`config.mk`:
```
export PLATFORM = sky130hd
export DESIGN_NAME = masked_field_cam
export DESIGN_NICKNAME = d
export VERILOG_FILES = /design/src/rtl/masked_field_cam.sv
export SDC_FILE = /design/constraint.sdc
export NUM_CORES = 1
export LEC_CHECK = 0
export CAP_MARGIN = 40
export CORE_ASPECT_RATIO = 0.7
export CORE_MARGIN = 1.5
export CORE_UTILIZATION = 61
export CTS_BUF_LIST = sky130_fd_sc_hd__clkbuf_4
export CTS_CLUSTER_DIAMETER = 100
export DETAILED_ROUTE_END_ITERATION = 8
export MAX_ROUTING_LAYER = met4
export PLACE_DENSITY = 0.83
export SLEW_MARGIN = 0
export SYNTH_ARGS = -nofsm -noshare
export SYNTH_HDL_FRONTEND = slang
export SYNTH_SLANG_ARGS = --single-unit
```
`constraint.sdc`:
```
create_clock -name clk -period 5.5 [get_ports clk]
set_input_delay 1.375 -clock clk [delete_from_list [all_inputs] [get_ports clk]]
set_output_delay 1.375 -clock clk [all_outputs]
set_load 0.05 [all_outputs]
```
`src/rtl/masked_field_cam.sv`:
```
// masked_field_cam: tagged-entry CAM with per-field masked search.
// Free slots are allocated automatically, lowest index first. Entries can be
// removed one at a time by address, or all together by a masked match.
// Every command runs through a two-state sequencer: IDLE, then one EXEC cycle.
// The storage update commits at the end of that EXEC cycle.
//
// state | meaning
// ------+-------------------------------------------------------------
// IDLE  | waiting for a command; rejects illegal or conflicting requests
// EXEC  | one cycle: write_busy=1, storage commits at the closing edge
module masked_field_cam #(
    parameter  int FIELD_COUNT = 2,
    parameter  int FIELD_WIDTH = 4,
    parameter  int DEPTH       = 16,
    localparam int DATA_WIDTH  = FIELD_COUNT * FIELD_WIDTH,
    localparam int ADDR_WIDTH  = $clog2(DEPTH)
) (
    input  logic                   clk,
    input  logic                   rst,
    input  logic                   write_enable,
    input  logic [DATA_WIDTH-1:0]  write_data,
    input  logic                   write_delete,
    input  logic [ADDR_WIDTH-1:0]  write_addr,
    input  logic                   delete_match,
    input  logic [DATA_WIDTH-1:0]  compare_data,
    input  logic [FIELD_COUNT-1:0] select_mask,
    output logic                   write_busy,
    output logic [ADDR_WIDTH-1:0]  alloc_addr,
    output logic                   full,
    output logic                   empty,
    output logic [ADDR_WIDTH:0]    count,
    output logic [DEPTH-1:0]       match_many,
    output logic [DEPTH-1:0]       match_single,
    output logic [ADDR_WIDTH-1:0]  match_addr,
    output logic                   match,
    output logic                   cmd_error
);

    typedef enum logic {
        IDLE = 1'b0,
        EXEC = 1'b1
    } state_t;

    typedef enum logic [1:0] {
        OP_PUSH = 2'd0,
        OP_DEL  = 2'd1,
        OP_DELM = 2'd2
    } op_t;

    state_t                state;
    op_t                   op_q;
    logic [ADDR_WIDTH-1:0] addr_q;
    logic [DATA_WIDTH-1:0] data_q;
    logic [DEPTH-1:0]      vec_q;

    logic [DEPTH-1:0]      valid;
    logic [DATA_WIDTH-1:0] mem [DEPTH];

    logic [DEPTH-1:0]      raw_match;
    logic [DEPTH-1:0]      single_nxt;
    logic [ADDR_WIDTH-1:0] maddr_nxt;
    logic [ADDR_WIDTH-1:0] free_addr;
    logic [DEPTH-1:0]      valid_nxt;
    logic [ADDR_WIDTH:0]   count_nxt;
    logic                  cmd_any;
    logic                  cmd_multi;

    assign cmd_any   = write_enable | write_delete | delete_match;
    assign cmd_multi = (write_enable & write_delete) |
                       (write_enable & delete_match) |
                       (write_delete & delete_match);

    // Masked compare of every stored entry against the key; an empty mask matches nothing.
    always_comb begin
        raw_match = '0;
        for (int k = 0; k < DEPTH; k++) begin
            raw_match[k] = valid[k] && (select_mask != '0);
            for (int f = 0; f < FIELD_COUNT; f++) begin
                if (select_mask[f] &&
                    (mem[k][f*FIELD_WIDTH +: FIELD_WIDTH] !=
                     compare_data[f*FIELD_WIDTH +: FIELD_WIDTH]))
                    raw_match[k] = 1'b0;
            end
        end
    end

    // Lowest matching entry as one-hot and as an index.
    always_comb begin
        single_nxt = raw_match & (~raw_match + {{(DEPTH-1){1'b0}}, 1'b1});
        maddr_nxt  = '0;
        for (int k = DEPTH-1; k >= 0; k--) begin
            if (raw_match[k])
                maddr_nxt = ADDR_WIDTH'(k);
        end
    end

    // Lowest free slot; only consulted when the CAM is not full.
    always_comb begin
        free_addr = '0;
        for (int k = DEPTH-1; k >= 0; k--) begin
            if (!valid[k])
                free_addr = ADDR_WIDTH'(k);
        end
    end

    // Valid vector after the current cycle's commit (only EXEC changes it).
    always_comb begin
        valid_nxt = valid;
        if (state == EXEC) begin
            case (op_q)
                OP_PUSH: valid_nxt[addr_q] = 1'b1;
                OP_DEL:  valid_nxt[addr_q] = 1'b0;
                OP_DELM: valid_nxt = valid & ~vec_q;
                default: valid_nxt = valid;
            endcase
        end
    end

    // Population count of the next valid vector, so occupancy flags move with it.
    always_comb begin
        count_nxt = '0;
        for (int k = 0; k < DEPTH; k++)
            count_nxt = count_nxt + {{ADDR_WIDTH{1'b0}}, valid_nxt[k]};
    end

    // Valid bits and occupancy flags, all updated on the same edge.
    always_ff @(posedge clk) begin
        if (rst) begin
            valid <= '0;
            count <= '0;
            full  <= 1'b0;
            empty <= 1'b1;
        end else begin
            valid <= valid_nxt;
            count <= count_nxt;
            full  <= &valid_nxt;
            empty <= ~|valid_nxt;
        end
    end

    // Entry payload; deleted entries keep stale data but their valid bit hides them.
    always_ff @(posedge clk) begin
        if (!rst && state == EXEC && op_q == OP_PUSH)
            mem[addr_q] <= data_q;
    end

    // Registered search results, derived from one vector so they always agree.
    always_ff @(posedge clk) begin
        if (rst) begin
            match_many   <= '0;
            match_single <= '0;
            match_addr   <= '0;
            match        <= 1'b0;
        end else begin
            match_many   <= raw_match;
            match_single <= single_nxt;
            match_addr   <= maddr_nxt;
            match        <= |raw_match;
        end
    end

    // Command sequencer: accept or reject in IDLE, commit during the single EXEC cycle.
    always_ff @(posedge clk) begin
        if (rst) begin
            state      <= IDLE;
            op_q       <= OP_PUSH;
            addr_q     <= '0;
            data_q     <= '0;
            vec_q      <= '0;
            write_busy <= 1'b0;
            cmd_error  <= 1'b0;
            alloc_addr <= '0;
        end else begin
            cmd_error <= 1'b0;
            case (state)
                IDLE: begin
                    if (cmd_multi) begin
                        cmd_error <= 1'b1;
                    end else if (write_enable) begin
                        if (full) begin
                            cmd_error <= 1'b1;
                        end else begin
                            op_q       <= OP_PUSH;
                            addr_q     <= free_addr;
                            data_q     <= write_data;
                            state      <= EXEC;
                            write_busy <= 1'b1;
                        end
                    end else if (write_delete) begin
                        if (!valid[write_addr]) begin
                            cmd_error <= 1'b1;
                        end else begin
                            op_q       <= OP_DEL;
                            addr_q     <= write_addr;
                            state      <= EXEC;
                            write_busy <= 1'b1;
                        end
                    end else if (delete_match) begin
                        // Snapshot the matches now; later key changes must not widen the delete.
                        op_q       <= OP_DELM;
                        vec_q      <= raw_match;
                        state      <= EXEC;
                        write_busy <= 1'b1;
                    end
                end
                EXEC: begin
                    if (op_q == OP_PUSH)
                        alloc_addr <= addr_q;
                    if (cmd_any)
                        cmd_error <= 1'b1;
                    state      <= IDLE;
                    write_busy <= 1'b0;
                end
                default: begin
                    state      <= IDLE;
                    write_busy <= 1'b0;
                end
            endcase
        end
    end

endmodule

```
======== After elaboration in Yosys (flattened, before gate mapping) ========
Memory sizes are Yosys's and may differ from the RTL's.
Index checks and enable logic that the tools add are counted.
Widths: inputs -> output; s select.
word-level totals
  word-level logic and storage cells ...... 270
  register bits after elaboration ......... 97
  memories kept ........................... 1
  output and inout bits ................... 50
  bits in writable memories ............... 128
memory list
  name  words  width  read ports  clocked after Yosys merged registers in  write ports  line  RTL
  mem   16     8      16          0                                        1            57    logic [DATA_WIDTH-1:0] mem [DEPTH];
operators by class
  add/subtract/negate cells ............... 16
  eq/ne operators ......................... 40
  multiplexer cells ....................... 101
  reduce and logical (&&, ||, !) cells .... 71
  bitwise operators ....................... 19
  $lt $le $gt $ge ......................... 3
operators by type and width
  cell                   number
  $ne 4x4->1             32
  $mux 4                 28
  $add 5x1->5            11
  $mux 1                 55
  $logic_and 1x1->1      51
  $and 16x16->16         3
  $not 16->16            3
  $pmux 16 s3            1
  $reduce_or 16->1       2
  $add 16x1->16 const B  1
  $mux 16                1
  $or 16x16->16          1
  $reduce_and 16->1      1
  $reduce_and 5->1       3
  $mux 2                 7
  $mux 3                 4
  $lt 4x5->1 const B     2
  $reduce_or 9->1        1
  $ne 4x4->1 const B     2
  $reduce_and 4->1       2
  $pmux 1 s2             3
  $reduce_bool 2->1      3
  $add 4x1->5            1
  $not 1->1              5
  other kinds (20)       27

======== Logic depth before layout (Yosys ltp) ========
Gate-level depths: netlist of the first run.
  depth in word-level cells ............... 23
  mapped depth ............................ 20
  mapped depth without buffers ............ 18

======== Worst setup path after synthesis of the first run ========
Ideal clock, no wire load.
  path type ............................... reg2reg
  start ................................... register op_q[0]
  end ..................................... register count[4]
  slack ................................... 0.649 ns
  arrival time ............................ 4.719 ns
  data required time ...................... 5.368 ns
  setup time .............................. 0.132 ns
  period minus slack after synthesis ...... 4.851 ns
  stages on the path, launching flop included .. 19
  path buffers ............................ 2
  cell sequence ........................... dfxtp_1 -> inv_1 -> ha_1 -> clkbuf_1 -> nor3b_1 -> clkbuf_1 -> nand2_1 -> a21oi_1 -> fa_1 -> inv_1 -> fa_1 -> fa_1 -> inv_1 -> fa_1 -> inv_1 -> ha_1 -> fa_1 -> a21oi_1 -> nor3b_1
on the way
  longest elaborated chain between the ends .. 18
  elaborated cells on any way between the ends .. 20
  classes of those cells .................. add/sub: 15; eq/ne: 2; mux: 2; reduce/logical: 1
RTL lines
  element                             line  RTL
  start, declared                     51    op_t op_q;
  start signal, assigned              166   op_q <= OP_PUSH;
  start signal, assigned              183   op_q <= OP_PUSH;
  start signal, assigned              193   op_q <= OP_DEL;
  $eq 2x2->1 (tied with other cells)  110   case (op_q)
  $pmux 16 s3 (*)                     110
  $mux 16 (*)                         109   if (state == EXEC) begin
  $add 1x1->2                         123   count_nxt = count_nxt + {{ADDR_WIDTH{1'b0}}, valid_nxt[k]};
  $add 2x1->3                         123
  $add 3x1->4                         123
  $add 4x1->5                         123
  $add 5x1->5 (10 in series)          123
  $add 5x1->5 (*)                     123
  end signal, assigned                135   count <= count_nxt;
  end, declared                       31    output logic [ADDR_WIDTH:0] count,
Every way passes the cells marked *; elsewhere a longest branch is shown, timed or not.
A chain may end at the register's enable or synchronous reset.

======== Final worst setup path of the first run ========
  start ................................... register state
  end ..................................... register count[4]
on the way
  longest elaborated chain between the ends .. 16
RTL lines
  element                     line  RTL
  start, declared             50    state_t state;
  start signal, assigned      165   state <= IDLE;
  start signal, assigned      186   state <= EXEC;
  start signal, assigned      195   state <= EXEC;
  $mux 16 (*)                 109
  $add 1x1->2                 123
  $add 2x1->3                 123
  $add 3x1->4                 123
  $add 4x1->5                 123
  $add 5x1->5 (10 in series)  123
  $add 5x1->5 (*)             123
Marked as above.

==> impl_metrics.ini, run 1 <==
[clocking]
clock_latency_ns = 0.64
htreeDepth = 2
cts_buffers = 53
clockBufferDepth = 3
clock_sinks = 224
clkTransAtPathRegs_ns = 0.06
tritoncts = done
hold_buffers = 0
clk_root_buffer_cell = clkbuf_4
postCtsSetupRepairBufs = 0
cts_resized = 0

[yosys]
synth.most_common_cell = edfxtp_1
synthMuxAreaShare_pct = 1.13
yosys-top-cells-count = edfxtp_1, xor2_1, nor2_1
async_flop_share_pct = 0
synth_edf_count = 128
syn_area_um2 = 9980
synth-seq-area-share_pct = 57.8
synth_top_area_share_pct = 38.5
synth_area_leaders = edfxtp_1, dfxtp_1, xor2_1
ys_types = 55
avgSynthCellArea_um2 = 11.3
post-synth-top-area-cell = edfxtp_1
synth-seq-cells = 224
yosys.area_share.adder_pct = 3.26
synth_compound_area_share_pct = 9.28
synthSimpleGateAreaFrac_pct = 13.5
synthFlopType = edfxtp_1
syn_inst = 884
synth-xor-area-share_pct = 11.4
yosysWarningCount = 0
synth_top_family_by_area = simple AND/OR/NAND/NOR gates
syn_nets = 931

[critical_path]
slowest_delay_ns = 0.62
worst_ep_arrival_time_ns = 5.37
slowest_stage = dfxtp_1
worstPathRequired_ns = 5.94
critPathKind = reg -> reg
worstPathBufferInverterCount = 3
worstPathMaxFanout = 16
crit_chain = nand2_1 -> or2_2 -> nor2_1 -> o21ai_0 -> fa_1 -> inv_1 -> fa_1 -> fa_1 -> inv_1 -> fa_1 -> inv_1 -> ha_1 -> fa_1 -> a21oi_1 -> nor3b_1
crit_top_cell = fa_1
startpoint_type = register
cp.depth = 15
reg2regPathDepth = 15
cp_top_family = adder cells
crit_path_end_kind = register

[detailed_routing]
wl_per_cell_um = 19.2
vias = 7237
ant_nets = 0
first_pass_iters = 5
viasPerCell = 5.78
drc = 0
wl_mm = 24.0
drt-initial-drc-count = 752

[global_routing]
grt_pass1_wl_mm = 37.6
overflow = 0
grt_use_total_pct = 30.0
antenna_found_initial = 0
grt_max_degree = 74
grt_pass1_vias = 6940

[floorplan]
initial_core_util_pct = 63.4
die_h_um = 110
die_area_um2 = 17100
core_um2 = 15700
ios = 77
row_count = 38
die_w_um = 156

[placement]
dp_hpwl_mm = 16.6
io_buffers = 76
place_area_um2 = 11000
gp_congestion = 0.962

[sta]
drv_slew = 0
slew_headroom_pct = 40.1
period_needed_ns = 4.93
min_period_over_period_pct = 89.7
tightestPinTransition_ns = 0.891
hold_slack_ns = 0.466
rsz0062_at_grt = no
finalSetupTns_ns = 0
hold_viol_final = 0
clock-skew-final_ns = 0.0557
finalSetupViolCount = 0
max_freq_mhz = 203

[job]
cap_violations = 0

[status]
status = finished, final reports clean

[worst_hold_path]
min_path_cells = 2
hp-class = reg -> reg

[final_layout]
fin_util_pct = 74.1
fin_nets = 1036
area_growth_pct = 16.8
finalInstanceArea_um2 = 11700
diodes = 0
drive_above_1_share_pct = 12.2

[power_and_ir_drop]
leakagePower_nw = 4.27
power.density_nw_per_um2 = 286
irDropWorstVdd_v = 0.000205
[cells in the final DEF (no fill, tap or decap), drive strengths merged, types with 5 or more instances in the layout]
master         synthesis  routed
clkbuf                30      84
xnor2                  7       7
a31oi                  8       8
inv                   26      27
nand3                 18      18
a21oi                 52      52
clkinv                 0      12
nor3                  19      19
clkdlybuf4s50          0      75
o21ai                  6       6
dfxtp                 96      96
o211ai                19      19
mux4                   5       5
ha                    10      10
nor2b                 12      12
nand4                 16      16
nand2b                 6       6
fa                    10      10
nor2                 100     100
buf                   22      27
xor2                 123     123
edfxtp               128     128
o41ai                 29      29
nand2                 87      87
[worst register-to-register path: stages (launching register included)]
cell and delay (ns):
dfxtp_1 0.62, nand2_1 0.27, or2_2 0.47, nor2_1 0.18
o21ai_0 0.19, fa_1 0.58, inv_1 0.05, fa_1 0.48
fa_1 0.49, inv_1 0.05, fa_1 0.49, inv_1 0.04
ha_1 0.22, fa_1 0.41, a21oi_1 0.17, nor3b_1 0.07
[cell type report]
cell class / instances / area, um2
Tap cell: 220 / 275
Multi-Input combinational cell: 582 / 3850
Timing Repair Buffer: 102 / 981
Clock inverter: 13 / 53.8
Sequential cell: 224 / 5770
Clock buffer: 84 / 631
Fill cell: 1097 / 4080
Inverter: 26 / 97.6
[power breakdown]
| part | total [mW] | internal, mW | switching (mW) |
|---|---|---|---|
| combinational | 0.208 | 0.0802 | 0.128 |
| sequential | 1.79 | 1.77 | 0.0211 |
| clock | 1.33 | 0.693 | 0.641 |
[state kept, by name, summed over array words and instances (netlist names)]
signal and flops:
mem 128, match_many 16, valid 16, vec_q 16
match_single 15, data_q 8, count 5, addr_q 4
alloc_addr 4, match_addr 4, op_q 2, cmd_error 1
empty 1, full 1, match 1, state 1
write_busy 1
[per-layer routing]
metal  part of all wire (%)  GRT usage (%)
met1                     44           42.3
met2                     44           44.1
met3                     10           6.72
met4                    2.0           8.23
met5                      0              -
[worst paths after layout]
path | start | end | slack, ns
hold / removal | write_busy$_SDFFE_PP0P_ | write_busy$_SDFFE_PP0P_ | 0.47
hold reg to reg | write_busy$_SDFFE_PP0P_ | write_busy$_SDFFE_PP0P_ | 0.47
setup reg to reg | state$_SDFF_PP0_ | count[4]$_SDFF_PP0_ | 0.57
setup / recovery | state$_SDFF_PP0_ | count[4]$_SDFF_PP0_ | 0.57
[cell families after synthesis]
group | Yosys count
AND/OR/NAND/NOR | 290
flip-flops | 224
AO/OA/AOI/OAI | 137
XOR/XNOR | 130
buffers and inverters | 78
adder cells (fa/ha/maj) | 20
multiplexers | 5
[metrics by stage]
| step | setup slack, ns | std cells | power (mW) |
|---|---|---|---|
| global placement | 0.596 | 1150 | 2.02 |
| global route | 0.289 | 1251 | 3.46 |
| detailed placement | 0.597 | 1154 | 2.03 |
| CTS | 0.577 | 1251 | 3.35 |
| floorplan | 0.649 | 884 | 1.96 |
| finish | 0.565 | 1251 | 3.33 |
No activity file was read; power rests on OpenSTA's default activity.
==> run 2: changes to the inputs <==
--- a/config.mk
+++ b/config.mk
@@ -14,6 +14,7 @@
 export DETAILED_ROUTE_END_ITERATION = 8
 export MAX_ROUTING_LAYER = met4
 export PLACE_DENSITY = 0.83
+export SETUP_SLACK_MARGIN = 0.3
 export SLEW_MARGIN = 0
 export SYNTH_ARGS = -nofsm -noshare
 export SYNTH_HDL_FRONTEND = slang
==> run 2 against run 1 <==
Effect of this change:
- die area unchanged
- power about the same
- non-clock buffer count is the same
- sequential power is essentially flat
- critical endpoint unchanged
- via count barely moved
- combinational power hardly changed
==> impl_metrics.ini, run 2 (synthesis gave the netlist of run 1 again) <==
[global_routing]
overflow = 0
grt_max_degree = 74
grt_use_total_pct = 30.0
grt_pass1_wl_mm = 37.6
antenna_found_initial = 0
grt_pass1_vias = 6940

[clocking]
clockBufferDepth = 3
htreeDepth = 2
tritoncts = done
clock_sinks = 224
clkTransAtPathRegs_ns = 0.06
cts_buffers = 53
clk_root_buffer_cell = clkbuf_4
clock_latency_ns = 0.64
hold_buffers = 0

[sta]
rsz0062_at_grt = no
finalSetupTns_ns = 0
clock-skew-final_ns = 0.0552
finalSetupViolCount = 0
hold_viol_final = 0
period_needed_ns = 4.93
slew_headroom_pct = 41.9
drv_slew = 0
max_freq_mhz = 203
min_period_over_period_pct = 89.7
tightestPinTransition_ns = 0.865

[power_and_ir_drop]
power.density_nw_per_um2 = 286
irDropWorstVdd_v = 0.000205
leakagePower_nw = 4.27

[detailed_routing]
viasPerCell = 5.79
drt-initial-drc-count = 752
wl_mm = 24.1
ant_nets = 0
drc = 0
wl_per_cell_um = 19.2
vias = 7238
first_pass_iters = 7

[critical_path]
reg2reg_to = count[4]$_SDFF_PP0_
crit_top_cell = fa_1
critPathKind = reg -> reg
worstPathRequired_ns = 5.94
worst_ep_arrival_time_ns = 5.37
worstPathMaxFanout = 16
rrSetupSlack_ns = 0.57
slowest_stage = dfxtp_1
slowest_delay_ns = 0.62
crit_chain = nand2_1 -> or2_2 -> nor2_1 -> o21ai_0 -> fa_1 -> inv_1 -> fa_1 -> fa_1 -> inv_1 -> fa_1 -> inv_1 -> ha_1 -> fa_1 -> a21oi_1 -> nor3b_1
crit_path_end_kind = register
reg2regPathDepth = 15
reg2reg_from = state$_SDFF_PP0_
startpoint_type = register

[final_layout]
fin_nets = 1036
largest_reg_flops = 128
drive_above_1_share_pct = 12.2
layout_common_cells = edfxtp_1, xor2_1, nor2_1
top_register = mem
diodes = 0
finalInstanceArea_um2 = 11700
final_common_cell = edfxtp_1
area_growth_pct = 16.8

[floorplan]
ios = 77
initial_core_util_pct = 63.4
core_um2 = 15700
die_w_um = 156
die_area_um2 = 17100
row_count = 38
die_h_um = 110

[worst_hold_path]
hp-class = reg -> reg
min_path_cells = 2
hold_path_startpoint = write_busy$_SDFFE_PP0P_
hold_end = write_busy$_SDFFE_PP0P_

[placement]
place_area_um2 = 11000
io_buffers = 76
gp_congestion = 0.962
dp_hpwl_mm = 16.6

[job]
cap_violations = 0

[status]
status = finished, final reports clean
==> run 2: how the worst max path moves through the flow <==
stage	cells after the start	endpoint	start	slack, ns
4_1_cts	17	count[4]$_SDFF_PP0_	op_q[0]$_SDFFE_PP0P_	0.58
3_3_place_gp	16	count[4]$_SDFF_PP0_	op_q[0]$_SDFFE_PP0P_	0.60
2_1_floorplan	18	count[4]$_SDFF_PP0_	op_q[0]$_SDFFE_PP0P_	0.65
6_report	15	count[4]$_SDFF_PP0_	state$_SDFF_PP0_	0.57
5_1_grt	17	count[4]$_SDFF_PP0_	op_q[0]$_SDFFE_PP0P_	0.31
3_5_place_dp	17	count[4]$_SDFF_PP0_	op_q[0]$_SDFFE_PP0P_	0.60
==> run 2: worst max-delay path, delay by kind of cell (launching register included) <==
family	cells	cell delay (ns)
fa+ha+maj	6	2.67
compound gates	2	0.36
flops	1	0.62
buf+inv	3	0.14
simple gates	4	0.99
==> run 2: layout make-up <==
cell class	count	area, um2
flip-flops and latches	224	5770
inverters	26	97.6
repair buffers	102	981
multi-input cells	582	3850
well taps	220	275
clock inverters	13	53.8
clock buffers	84	631
fillers	1097	4080
==> run 2: power by group <==
group | internal (mW) | switching [mW]
combinational | 0.0802 | 0.128
clock | 0.693 | 0.642
sequential | 1.77 | 0.0211
==> run 2: metal layers <==
layer / GRT usage [%] / share of wire [%] / wire [um]
met5: - / 0 / 0
met2: 44.1 / 44 / 10500
met3: 6.72 / 10 / 2430
met1: 42.3 / 45 / 10700
met4: 8.23 / 1.7 / 420
==> run 2: per-stage QoR <==
stage	setup WS, ns	hold slack (ns)	cells	util, %	power, mW
final	0.567	0.466	1251	74.1	3.33
after global routing	0.307	0.499	1251	74.1	3.46
after CTS	0.577	0.467	1251	74.1	3.35
after detailed placement	0.597	0.451	1154	69.7	2.03
after global placement	0.596	0.453	1150	69.3	2.02
after floorplan	0.649	0.437	884	-	1.96
==> run 2: what timing repair did <==
| item | 4_1_cts | 5_1_grt |
|---|---|---|
| hold endpoints to repair | 0 | 0 |
| setup endpoints to repair | 0 | 1 |
| setup buffers | 0 | 0 |
| gates resized for setup | 0 | 1 |
==> run 3: changes to the inputs <==
--- a/config.mk
+++ b/config.mk
@@ -15,6 +15,7 @@
 export MAX_ROUTING_LAYER = met4
 export PLACE_DENSITY = 0.83
 export SETUP_SLACK_MARGIN = 0.3
+export SKIP_LAST_GASP = 1
 export SLEW_MARGIN = 0
 export SYNTH_ARGS = -nofsm -noshare
 export SYNTH_HDL_FRONTEND = slang
==> results of run 3 <==
No change in the layout: final DEF, timing and power equal those of run 2.
==> variant: new RTL, flow settings as in run 1 <==
The 3 values of `op_t` get a one-hot encoding in 3 bits.
--- a/src/rtl/masked_field_cam.sv
+++ b/src/rtl/masked_field_cam.sv
@@ -41,10 +41,10 @@
         EXEC = 1'b1
     } state_t;
 
-    typedef enum logic [1:0] {
-        OP_PUSH = 2'd0,
-        OP_DEL  = 2'd1,
-        OP_DELM = 2'd2
+    typedef enum logic [2:0] {
+        OP_PUSH = 3'b001,
+        OP_DEL  = 3'b010,
+        OP_DELM = 3'b100
     } op_t;
 
     state_t                state;
Function: same outputs for any inputs over 4 cycles, from zero or initial values and one cycle with rst high; so few cycles prove little.
==> variant against run 1 <==
Routed wire length grew 4.8%. Synthesized area about the same. Sequential cell count is 1 higher. Final area down 0.92%. Critical path type unchanged. First-iteration DRC count fell by 2.8%. Worst hold slack improved by 0.012 ns. Sequential share of layout area rose by 0.63 points. Setup slack improved by 0.036 ns. Synthesized cell count decreased by 2.8%. Total power shrank 1.3%.
==> variant: results (changes against run 1) <==
Run status
  • Status: finished clean (unchanged)

Synth
  • Yosys cell types: 61 (was 55)
  • Synthesized Nets: 903 (was 931)
  • Most instantiated cells after synthesis: 128 x edfxtp_1, 125 x xor2_1, 97 x dfxtp_1 (was 128 x edfxtp_1, 123 x xor2_1, 100 x nor2_1)

Timing
  • Worst relative slew slack: 43.59% (was 40.11%)
  • Min Hold Slack: 0.4784 ns (was 0.4662 ns)
  • Min Tclk post-route: 4.899 ns (was 4.935 ns)
  • Clock Skew: 0.04303 ns (was 0.05571 ns)

Setup path
  • Critical-path top delay cell: or3b_1 (was dfxtp_1)
  • Crit path launch: op_q[2]$_SDFFE_PP0P_ (was state$_SDFF_PP0_)
  • Flop2flop setup slack: 0.60 ns (was 0.57 ns)
  • Worst r2r src: op_q[2]$_SDFFE_PP0P_ (was state$_SDFF_PP0_)
  • Worst EP arrival: 5.46 ns (was 5.37 ns)
  • Depth of the worst register-to-register path: 16 (was 15)
  • Max incr delay on CP: 0.64 ns (was 0.62 ns)

GRT
  • First-pass GRT wire length: 38930 µm (was 37620 µm)
  • GR Util All Layers: 31.42% (was 29.97%)
  • Largest net degree at the start of global routing: 60 (was 74)
  • Number of global-route vias before repair: 6834 (was 6940)

Detailed routing
  • Metal-1 WL: 10730 µm (was 10640 µm)
  • Met3 Wirelength: 3710 µm (was 2468 µm)
  • Routed wire per std cell: 20.74 µm (was 19.22 µm)
  • Post-DR vias/cell: 6.012 (was 5.785)
  • Initial drt markers: 731 (was 752)

Pwr
  • Leakage: 4.217 nW (was 4.265 nW)

Final layout
  • Final nets: 1002 (was 1036)
  • Share of cells above drive strength 1: 12.06% (was 12.22%)

Place
  • HPWL after detailed placement: 17540 µm (was 16570 µm)

CTS
  • Number of buffers created by CTS: 51 (was 53)
==> variant: cell count changes after synthesis, sizes merged, moves of 4 or more <==
cell | before | now
nand2b | 6 | 12
o211ai | 19 | 2
a32oi | 0 | 16
nor2 | 100 | 90
a21oi | 52 | 41
and2 | 2 | 6
nand2 | 87 | 50
nor2b | 12 | 19
o21ai | 6 | 32
o21a | 2 | 6
==> variant: worst min path at each step <==
stage / startpoint / endpoint / cells after the start
floorplan: vec_q[3]$_SDFFE_PP0P_ / vec_q[3]$_SDFFE_PP0P_ / 2
global placement: write_busy$_SDFFE_PP0P_ / write_busy$_SDFFE_PP0P_ / 2
detailed placement: alloc_addr[1]$_SDFFE_PP0P_ / alloc_addr[1]$_SDFFE_PP0P_ / 2
CTS: write_busy$_SDFFE_PP0P_ / write_busy$_SDFFE_PP0P_ / 2
global route: write_busy$_SDFFE_PP0P_ / write_busy$_SDFFE_PP0P_ / 2
finish: alloc_addr[2]$_SDFFE_PP0P_ / alloc_addr[2]$_SDFFE_PP0P_ / 2
==> variant: metal layers <==
layer | up-vias | GRT usage [%]
met3 | 68 | 9.109
li1 | 3296 | -
met5 | - | -
met1 | 3422 | 46.13
met4 | 0 | 8.027
met2 | 518 | 42.79
==> variant: worst reg2reg max path, delay by kind of cell (launching register included) <==
family	cells	cell delay, ns
AOI/OAI and AO/OA	4	0.69
adders and majority gates	6	2.62
and+or+nand+nor	2	0.80
buffers and inverters	4	0.25
DFF	1	0.47
==> variant: layout make-up <==
type                    count  area, µm²
flip-flops and latches    225       5786
fillers                  1105       4188
multi-input cells         562       3862
well taps                 220      275.3
clock inverters            12      48.80
clock buffers              78      585.6
repair buffers             95      905.9
inverters                  23      86.33
==> variant: logic make-up (layout without fill, tap and decap cells) <==
group / after synthesis / after routing / synth area share (%)
multiplexers: 7 / 7 / 1.329
flip-flops: 225 / 225 / 57.95
XOR/XNOR: 131 / 131 / 11.49
AO/OA/AOI/OAI: 151 / 151 / 10.18
AND/OR/NAND/NOR: 256 / 256 / 12.81
buffers and inverters: 72 / 208 / 3.359
adder cells (fa/ha/maj): 17 / 17 / 2.883
==> variant: per-stage QoR <==
| stage | area (µm²) | cells | utilization, % |
|---|---|---|---|
| after global routing | 11550 | 1215 | 73.39 |
| final | 11550 | 1215 | 73.39 |
| after detailed placement | 10920 | 1125 | 69.36 |
| after CTS | 11550 | 1215 | 73.39 |
| after floorplan | 9983 | 859 | - |
| after global placement | 10900 | 1124 | 69.26 |
==> variant: power breakdown <==
part / internal, W / switching (W) / leakage [nW] / total (W)
Clock: 0.000644 / 0.000630 / 0.379 / 0.00127
Combinational: 0.0000801 / 0.000134 / 1.87 / 0.000214
Sequential: 0.00178 / 0.0000216 / 1.97 / 0.00180
Total: 0.00250 / 0.000786 / 4.22 / 0.00329
